**config.mk**
```make
export PLATFORM = sky130hd
export DESIGN_NAME = load_align_unit
export DESIGN_NICKNAME = d
export VERILOG_FILES = /design/src/rtl/lsu_pkg.sv /design/src/rtl/load_extract.sv /design/src/rtl/load_align_unit.sv
export SDC_FILE = /design/constraint.sdc
export NUM_CORES = 1
export LEC_CHECK = 0
export ABC_AREA = 1
export CELL_PAD_IN_SITES_DETAIL_PLACEMENT = 0
export CELL_PAD_IN_SITES_GLOBAL_PLACEMENT = 1
export CORE_AREA = 3 3 149 108
export DETAILED_ROUTE_END_ITERATION = 10
export DIE_AREA = 0 0 152 111
export GPL_TIMING_DRIVEN = 0
export PLACE_DENSITY_LB_ADDON = 0.05
export SLEW_MARGIN = 20
export SYNTH_ARGS = -nofsm -noshare
export SYNTH_HDL_FRONTEND = slang
export SYNTH_SLANG_ARGS = --single-unit
```
**constraint.sdc**
```tcl
create_clock -name clk -period 2.69 [get_ports clk]
set_clock_uncertainty 0.1 [all_clocks]
set_input_delay 0.6725 -clock clk [delete_from_list [all_inputs] [get_ports clk]]
set_output_delay 0.6725 -clock clk [all_outputs]
set_load 0.005 [all_outputs]
```
**src/rtl/lsu_pkg.sv**
```systemverilog
// Shared definitions for the load-return path: width codes, exception codes
// and the controller state type.
package lsu_pkg;

   localparam logic [1:0] W_WORD  = 2'd0;
   localparam logic [1:0] W_HALF  = 2'd1;
   localparam logic [1:0] W_BYTE  = 2'd2;
   localparam logic [1:0] W_DWORD = 2'd3;

   localparam logic [4:0] EXC_NONE = 5'd0;
   localparam logic [4:0] EXC_ADEL = 5'd4;
   localparam logic [4:0] EXC_DBE  = 5'd7;

   typedef enum logic [1:0] {
      IDLE,
      WAIT,
      RESP
   } lsu_state_t;

endpackage

```
**src/rtl/load_extract.sv**
```systemverilog
// Combinational lane selector and sign/zero extender for returned bus data.
// The addressed lane is shifted down to bit 0, masked to the access width,
// and the upper bits are filled with the lane MSB or with zeros.
module load_extract
   import lsu_pkg::*;
#(
   parameter int DATA_W = 32
) (
   input  logic [DATA_W-1:0]            rdata,
   input  logic [$clog2(DATA_W/8)-1:0]  off,
   input  logic [1:0]                   width,
   input  logic                         is_unsigned,
   output logic [DATA_W-1:0]            value
);

   logic [DATA_W-1:0] shifted;
   logic [DATA_W-1:0] lane_mask;
   logic              lane_msb;

   // Shift the addressed lane to the bottom, then mask and extend it.
   always_comb begin
      shifted   = rdata >> {off, 3'b000};
      lane_mask = '1;
      lane_msb  = 1'b0;
      value     = rdata;
      case (width)
         W_BYTE: begin
            lane_mask = DATA_W'(8'hFF);
            lane_msb  = shifted[7];
         end
         W_HALF: begin
            lane_mask = DATA_W'(16'hFFFF);
            lane_msb  = shifted[15];
         end
         W_WORD: begin
            lane_mask = DATA_W'(32'hFFFF_FFFF);
            lane_msb  = shifted[31];
         end
         default: begin
            lane_mask = '1;
            lane_msb  = 1'b0;
         end
      endcase
      if (width != W_DWORD) begin
         value = shifted & lane_mask;
         if (!is_unsigned && lane_msb) begin
            value = value | ~lane_mask;
         end
      end
   end

endmodule

```
**src/rtl/load_align_unit.sv**
```systemverilog
// Load-return stage: accepts one load, issues an aligned bus read, waits for
// the data (or times out), extends the addressed lane and holds the result
// until the consumer takes it. All outputs are registered.
module load_align_unit
   import lsu_pkg::*;
#(
   parameter int DATA_W   = 32,
   parameter int ADDR_W   = 32,
   parameter int MAX_WAIT = 16
) (
   input  logic              clk,
   input  logic              reset,
   input  logic              flush,
   input  logic              req_valid,
   output logic              req_ready,
   input  logic [ADDR_W-1:0] req_addr,
   input  logic [1:0]        req_width,
   input  logic              req_unsigned,
   output logic              mem_req,
   output logic [ADDR_W-1:0] mem_addr,
   input  logic              mem_rvalid,
   input  logic [DATA_W-1:0] mem_rdata,
   output logic              resp_valid,
   input  logic              resp_ready,
   output logic [DATA_W-1:0] resp_data,
   output logic [4:0]        resp_exc
);

   localparam int OFF_W = $clog2(DATA_W / 8);
   localparam int CNT_W = $clog2(MAX_WAIT);
   localparam logic [CNT_W-1:0] CNT_LAST = CNT_W'(MAX_WAIT - 1);

   lsu_state_t        state;
   logic [CNT_W-1:0]  cnt;
   logic [1:0]        lat_width;
   logic [OFF_W-1:0]  lat_off;
   logic              lat_uns;
   logic              misaligned;
   logic [ADDR_W-1:0] aligned_addr;
   logic [DATA_W-1:0] extracted;

   // Decide whether the incoming request is illegal for its width or bus size.
   always_comb begin
      misaligned = 1'b0;
      case (req_width)
         W_HALF:  misaligned = req_addr[0];
         W_WORD:  misaligned = |req_addr[1:0];
         W_DWORD: misaligned = (DATA_W == 32) || (|req_addr[2:0]);
         default: misaligned = 1'b0;
      endcase
   end

   assign aligned_addr = {req_addr[ADDR_W-1:OFF_W], {OFF_W{1'b0}}};

   load_extract #(
      .DATA_W(DATA_W)
   ) u_extract (
      .rdata      (mem_rdata),
      .off        (lat_off),
      .width      (lat_width),
      .is_unsigned(lat_uns),
      .value      (extracted)
   );

   // Controller: accept, wait for bus data or timeout, hold the response.
   always_ff @(posedge clk or posedge reset) begin
      if (reset) begin
         state      <= IDLE;
         cnt        <= '0;
         lat_width  <= W_WORD;
         lat_off    <= '0;
         lat_uns    <= 1'b0;
         req_ready  <= 1'b1;
         mem_req    <= 1'b0;
         mem_addr   <= '0;
         resp_valid <= 1'b0;
         resp_data  <= '0;
         resp_exc   <= EXC_NONE;
      end else if (flush) begin
         state      <= IDLE;
         cnt        <= '0;
         req_ready  <= 1'b1;
         mem_req    <= 1'b0;
         mem_addr   <= '0;
         resp_valid <= 1'b0;
         resp_data  <= '0;
         resp_exc   <= EXC_NONE;
      end else begin
         case (state)
            IDLE: begin
               if (req_valid) begin
                  lat_width <= req_width;
                  lat_off   <= req_addr[OFF_W-1:0];
                  lat_uns   <= req_unsigned;
                  req_ready <= 1'b0;
                  if (misaligned) begin
                     state      <= RESP;
                     resp_valid <= 1'b1;
                     resp_data  <= '0;
                     resp_exc   <= EXC_ADEL;
                  end else begin
                     state    <= WAIT;
                     cnt      <= '0;
                     mem_req  <= 1'b1;
                     mem_addr <= aligned_addr;
                  end
               end
            end
            WAIT: begin
               if (mem_rvalid) begin
                  state      <= RESP;
                  cnt        <= '0;
                  mem_req    <= 1'b0;
                  mem_addr   <= '0;
                  resp_valid <= 1'b1;
                  resp_data  <= extracted;
                  resp_exc   <= EXC_NONE;
               end else if (cnt == CNT_LAST) begin
                  state      <= RESP;
                  cnt        <= '0;
                  mem_req    <= 1'b0;
                  mem_addr   <= '0;
                  resp_valid <= 1'b1;
                  resp_data  <= '0;
                  resp_exc   <= EXC_DBE;
               end else begin
                  cnt <= cnt + CNT_W'(1);
               end
            end
            RESP: begin
               if (resp_ready) begin
                  state      <= IDLE;
                  req_ready  <= 1'b1;
                  resp_valid <= 1'b0;
                  resp_data  <= '0;
                  resp_exc   <= EXC_NONE;
               end
            end
            default: begin
               state     <= IDLE;
               req_ready <= 1'b1;
            end
         endcase
      end
   end

endmodule
```
==> impl_metrics.csv, run 1 <==
group,metric,value,unit
outcome,outcome,"finished clean",
detailed_routing,finalWirelength,14500,µm
power,peakVddDrop,0.346,mV
floorplan,start_util,0.291,
logic_synthesis,synth_top_area_share,0.452,
detailed_routing,routed_via_density,4.67,
power,power.leakage,3.13,nW
global_route,antenna_found_initial,0,
global_route,grt_pass1_vias,4219,
clock_network,hold_buffers,0,
setup_path,cp-start-kind,"input port",
detailed_routing,drc_errors,0,
logic_synthesis,syn_area,0.00426,mm²
floorplan,rows,37,
floorplan,dieArea,0.0169,mm²
logic_synthesis,synthTopCellsByArea,"dfrtp_1 45%, nand2_1 21%, nand3_1 5.4%",
power,p_clk_frac,0.285,
clock_network,tritoncts,"done",
sta,worst_slack,0.360,ns
clock_network,cts.htree.levels,3,
global_route,grtUsageTotal,0.173,
global_route,grt_first_pass_wirelength,23300,µm
power,seq_power_share,0.324,
logic_synthesis,syn_area_per_cell,7.35,µm²
logic_synthesis,netlist_top_cells_count,"240 x nand2_1, 77 x dfrtp_1, 46 x nand3_1",
setup_path,cp_data_required_time,2.86,ns
layout,final_layout_size_suffix_gt1_frac,0.0837,
detailed_routing,avgRoutedWirePerCell,15.5,µm
sta,drv_slew,0,
clock_network,post_cts_buffers,0,
power,p_int,2.59,mW
clock_network,clock_sinks,78,
setup_path,path_cells,"clkdlybuf4s50_1 > inv_2 > nand2_1 > nor2_1 > inv_2 > nor2_2 > nor2_2 > nand2_4 > buf_2 > nand2_1 > nand2_1",
logic_synthesis,yosys_register_bits,78,
logic_synthesis,ys_types,32,
worst_hold_path,hold_path.class,"reg2reg",
sta,period_share,0.866,
setup_path,crit_path_max_fanout,10,
clock_network,clock_latency,0.34,ns
placement,dp_slack,-0.0273,ns
power,p_comb_frac,0.391,
logic_synthesis,yosys.area.top_type,"dfrtp_1",
sta,worstMarginPinSlew,0.687,ns
sta,hold_violations,0,
layout,num_antenna_cells,0,
sta,maxSlewHeadroom,0.542,
sta,period_needed,2.33,ns
layout,nets,815,
floorplan,die_h,111,µm
floorplan,num_io_pins,145,
setup_path,max_stage_delay,0.50,ns
logic_synthesis,synth-edff-count,0,
setup_path,crit_start,"flush",
logic_synthesis,yosysMostFrequentCell,"nand2_1",
run,drv_cap,0,
power,p_sw,1.60,mW
layout,syn2layout_area_growth,46.7,%
sta,fmax,429,MHz
logic_synthesis,ys_seq_area_frac,0.458,
logic_synthesis,synth_cells,580,
global_route,grt_start_max_net_pins,30,
sta,grt_setup_unrepaired,"no",
setup_path,cp_slowest_cell,"clkdlybuf4s50_1",
sta,setup_violations,0,
detailed_routing,drtPass1Iterations,5,
placement,io_buffers,140,
setup_path,worst-setup-path-type,"in2reg",
detailed_routing,vias,4374,
placement,dpl.cell_count,920,
placement,hpwlAfterDp,11600,µm
setup_path,arrival,2.50,ns
power,switching_share,0.381,
setup_path,cpMostUsedCell,"nand2_1",
layout,instances_no_fill,936,
setup_path,r2r_start,"lat_width[1]",
setup_path,endpoint_kind,"register",
logic_synthesis,async_reset_ff_frac,1.00,
global_route,grt_remaining_overflow,0,
power,power_density,671,mW/mm²
floorplan,core-area,0.0146,mm²
logic_synthesis,synth_warnings,0,
clock_network,ctsResizeCount,0,
layout,fin_area,0.00625,mm²
clock_network,clockBufferDepth,2,
worst_hold_path,min-delay-start,"mem_req",
clock_network,cts-root-buf,"clkbuf_16",
clock_network,clkTransAtPathRegs,0.07,ns
logic_synthesis,synth_ff_type,"dfrtp_1",
clock_network,numCtsBuffers,9,
placement,dpl-instance-area,0.00596,mm²
setup_path,r2r_slack,0.46,ns
detailed_routing,drt_iter0_drc,348,
sta,fin_setup_tns,0,ns
detailed_routing,ant_nets,0,
placement,gp_congestion,0.882,
floorplan,dieWidth,152,µm
[critical path, delay by kind of cell]
| family | cells | cell delay (ns) |
|---|---|---|
| buffers and inverters | 4 | 0.97 |
| AND/OR/NAND/NOR | 7 | 0.86 |
[flip-flops by register name (all words and copies together), names as in the netlist]
| name | cells |
|---|---|
| cnt | 4 |
| lat_off | 2 |
| lat_uns | 1 |
| lat_width | 2 |
| mem_addr | 30 |
| mem_req | 1 |
| req_ready | 1 |
| resp_data | 32 |
| resp_exc | 2 |
| resp_valid | 1 |
| state | 2 |
[layout make-up]
cell class	count	area, µm²
Buffer	35	198
Clock inverter	6	51.3
Clock buffer	10	239
Sequential cell	78	1950
Multi-Input combinational cell	429	1970
Inverter	41	158
Tap cell	195	244
Timing Repair Buffer	142	1440
Fill cell	1543	8380
[cells by family (layout without fill, tap and decap cells)]
group,after synthesis,count (layout),synth area share
compound gates,95,95,0.124
xor+xnor,2,2,0.00411
fa+ha+maj,6,6,0.0176
buf+inv,76,234,0.0825
flops,78,78,0.458
mux,1,1,0.00264
other cells,1,4,0.000880
simple gates,321,321,0.310
[path summary, 6_finish.rpt]
| kind | end | cells after the start |
|---|---|---|
| setup / recovery | resp_data[13] | 11 |
| hold / removal | mem_req | 2 |
| setup reg to reg | resp_data[25] | 7 |
| hold reg to reg | mem_req | 2 |
| max in group asynchronous | mem_addr[2] | 4 |
| min in group asynchronous | mem_addr[22] | 2 |
[metrics by stage]
stage	hold WS [ns]	utilization	total power [mW]
after global routing	0.387	0.427	4.49
final	0.369	0.427	4.19
after detailed placement	0.359	0.408	3.00
after global placement	0.354	0.405	2.99
after floorplan	0.365	-	2.35
after CTS	0.375	0.427	4.22
[layout by cell type, fill, tap and decap left out, drive strengths merged, types with 5 or more instances in the layout]
cell / n
clkdlybuf4s50: 140
nand2: 244
dfrtp: 77
a22oi: 5
nand3: 47
buf: 24
nor2: 27
a21oi: 32
o221ai: 6
inv: 43
ha: 6
clkbuf: 23
o21ai: 48
[metal layers]
| metal | GRT usage | vias up | part of all wire |
|---|---|---|---|
| li1 | - | 2160 | - |
| met1 | 0.275 | 2036 | 0.53 |
| met2 | 0.236 | 170 | 0.40 |
| met4 | 0.0329 | 0 | 0.0070 |
| met3 | 0.0410 | 8 | 0.067 |
| met5 | 0 | - | 0 |
[power by group through the flow]
| stage | Combinational [mW] | Clock [mW] | Sequential [mW] |
|---|---|---|---|
| final | 1.64 | 1.20 | 1.36 |
| after floorplan | 0.975 | 0 | 1.38 |
| after CTS | 1.62 | 1.24 | 1.36 |
| after global routing | 1.84 | 1.28 | 1.38 |
| after detailed placement | 1.62 | 0 | 1.38 |
| after global placement | 1.61 | 0 | 1.38 |
Note: power is estimated with default switching activity, not from simulation.
==> run 2: changes to the inputs <==
- CORE_AREA: 3 3 149 108 -> 2 2 148 107
- DIE_AREA: 0 0 152 111 -> 0 0 150 109
==> impl_metrics.csv, run 2 (synthesized netlist as in run 1, its figures left out) <==
group,metric,value,unit
sta,period_needed,2.35,ns
setup_path,cp-start-kind,"input port",
setup_path,path_cells,"clkdlybuf4s50_1 > inv_2 > nand2_1 > nor2_1 > inv_2 > nor2_2 > nor2_2 > nand2_4 > buf_2 > nand2_1 > nand2_1",
placement,io_buffers,140,
global_route,grt_start_max_net_pins,25,
layout,final_cell_mix,"240 x nand2_1, 140 x clkdlybuf4s50_1, 77 x dfrtp_1",
layout,nets,816,
floorplan,die_h,109,µm
clock_network,clock_latency,0.33,ns
worst_hold_path,hold_path.class,"reg2reg",
clock_network,post_cts_buffers,0,
detailed_routing,vias,4330,
floorplan,dieArea,0.0164,mm²
sta,grt_setup_unrepaired,"no",
setup_path,cp_data_required_time,2.86,ns
setup_path,worst-setup-path-type,"in2reg",
setup_path,max_stage_delay,0.50,ns
layout,largest_register,"resp_data",
sta,drv_slew,0,
setup_path,critical-path-top-delay-family,"buffers and inverters",
detailed_routing,wl_met3,1000,µm
floorplan,start_util,0.284,
sta,maxSlewHeadroom,0.563,
clock_network,tritoncts,"done",
sta,holdWs,0.370,ns
placement,dpl.cell_count,926,
layout,num_antenna_cells,0,
sta,fmax,425,MHz
power,power_density,700,mW/mm²
clock_network,clock_sinks,78,
detailed_routing,avgRoutedWirePerCell,15.2,µm
detailed_routing,drt_iter0_drc,250,
floorplan,core-area,0.0150,mm²
clock_network,cts-root-buf,"clkbuf_16",
setup_path,cpMostUsedCell,"nand2_1",
placement,dpl-instance-area,0.00600,mm²
setup_path,cp_slowest_cell,"clkdlybuf4s50_1",
setup_path,path_buf_inv,4,
sta,setup_violations,0,
floorplan,dieWidth,150,µm
detailed_routing,wl_met2,5560,µm
setup_path,crit_path_max_fanout,10,
setup_path,endpoint_kind,"register",
layout,syn2layout_area_growth,49.2,%
detailed_routing,drtPass1Iterations,4,
floorplan,rows,38,
layout,fin_area,0.00636,mm²
clock_network,clkTransAtPathRegs,0.07,ns
detailed_routing,routed_via_density,4.60,
detailed_routing,top_layer,"met4",
sta,period_share,0.875,
setup_path,arrival,2.53,ns
global_route,grt_remaining_overflow,0,
global_route,grt_pass1_vias,4187,
layout,largest_register_ffs,32,
layout,layout_commonest_cell,"nand2_1",
layout,top_regs,"resp_data x32, mem_addr x30, cnt x4",
sta,worstMarginPinSlew,0.656,ns
global_route,grt_first_pass_wirelength,22500,µm
clock_network,hold_buffers,0,
layout,final_layout_size_suffix_gt1_frac,0.0849,
layout,instances_no_fill,942,
detailed_routing,finalWirelength,14300,µm
clock_network,ctsResizeCount,0,
clock_network,clockBufferDepth,2,
placement,hpwlAfterDp,11300,µm
clock_network,numCtsBuffers,9,
detailed_routing,ant_nets,0,
placement,gp_congestion,0.877,
power,power.leakage,3.19,nW
floorplan,num_io_pins,145,
detailed_routing,drc_errors,0,
global_route,antenna_found_initial,0,
detailed_routing,met1_length,7640,µm
power,peakVddDrop,0.322,mV
outcome,outcome,"finished clean",
run,drv_cap,0,
sta,hold_violations,0,
clock_network,cts.htree.levels,3,
global_route,grtUsageTotal,0.180,
==> run 2: cell type report <==
cell class	count	area, µm²
timing repair buffer	143	1480
inverter	41	158
tap	200	250
fill	1601	8670
sequential	78	1950
clock buffer	10	239
multi-input combinational	429	1970
clock inverter	6	116
buffer	35	198
==> run 2: layer usage <==
| layer | global-route usage | vias up |
|---|---|---|
| met5 | 0 | - |
| met3 | 0.0431 | 10 |
| met4 | 0.0364 | 0 |
| li1 | - | 2181 |
| met1 | 0.285 | 1999 |
| met2 | 0.246 | 140 |
==> run 2: report_power, final <==
part | internal (mW) | switching, mW | leakage [nW]
combinational | 0.652 | 0.984 | 1.96
sequential | 1.29 | 0.0755 | 1.06
clock | 0.941 | 0.514 | 0.174
total | 2.88 | 1.57 | 3.19
==> run 2: final timing paths <==
| path | slack (ns) | depth (start not counted) | start | end |
|---|---|---|---|---|
| worst max-delay path | 0.34 | 11 | flush | resp_data[18] |
| worst min-delay path | 0.37 | 2 | mem_addr[23] | mem_addr[23] |
| worst max register to register | 0.55 | 7 | lat_width[1] | resp_data[15] |
| worst min register to register | 0.37 | 2 | mem_addr[23] | mem_addr[23] |
| max in group asynchronous | 1.02 | 5 | reset | req_ready |
| min in group asynchronous | 0.58 | 2 | reset | mem_addr[23] |
==> run 2: worst min-delay path, stage by stage (launching register included) <==
cell     delay [ns]
dfrtp_1        0.34
nand2_1        0.05
nand2_1        0.05
==> run 2: through the flow <==
| stage | power, mW | worst slack [ns] | setup TNS, ns | utilization |
|---|---|---|---|---|
| finish | 4.45 | 0.335 | 0 | 0.423 |
| CTS | 4.50 | 0.297 | 0 | 0.423 |
| global route | 4.77 | 0.128 | 0 | 0.423 |
| floorplan | 2.35 | 0.881 | 0 | - |
| detailed placement | 3.01 | -0.0456 | -0.417 | 0.400 |
| global placement | 2.99 | -0.0176 | -0.137 | 0.395 |
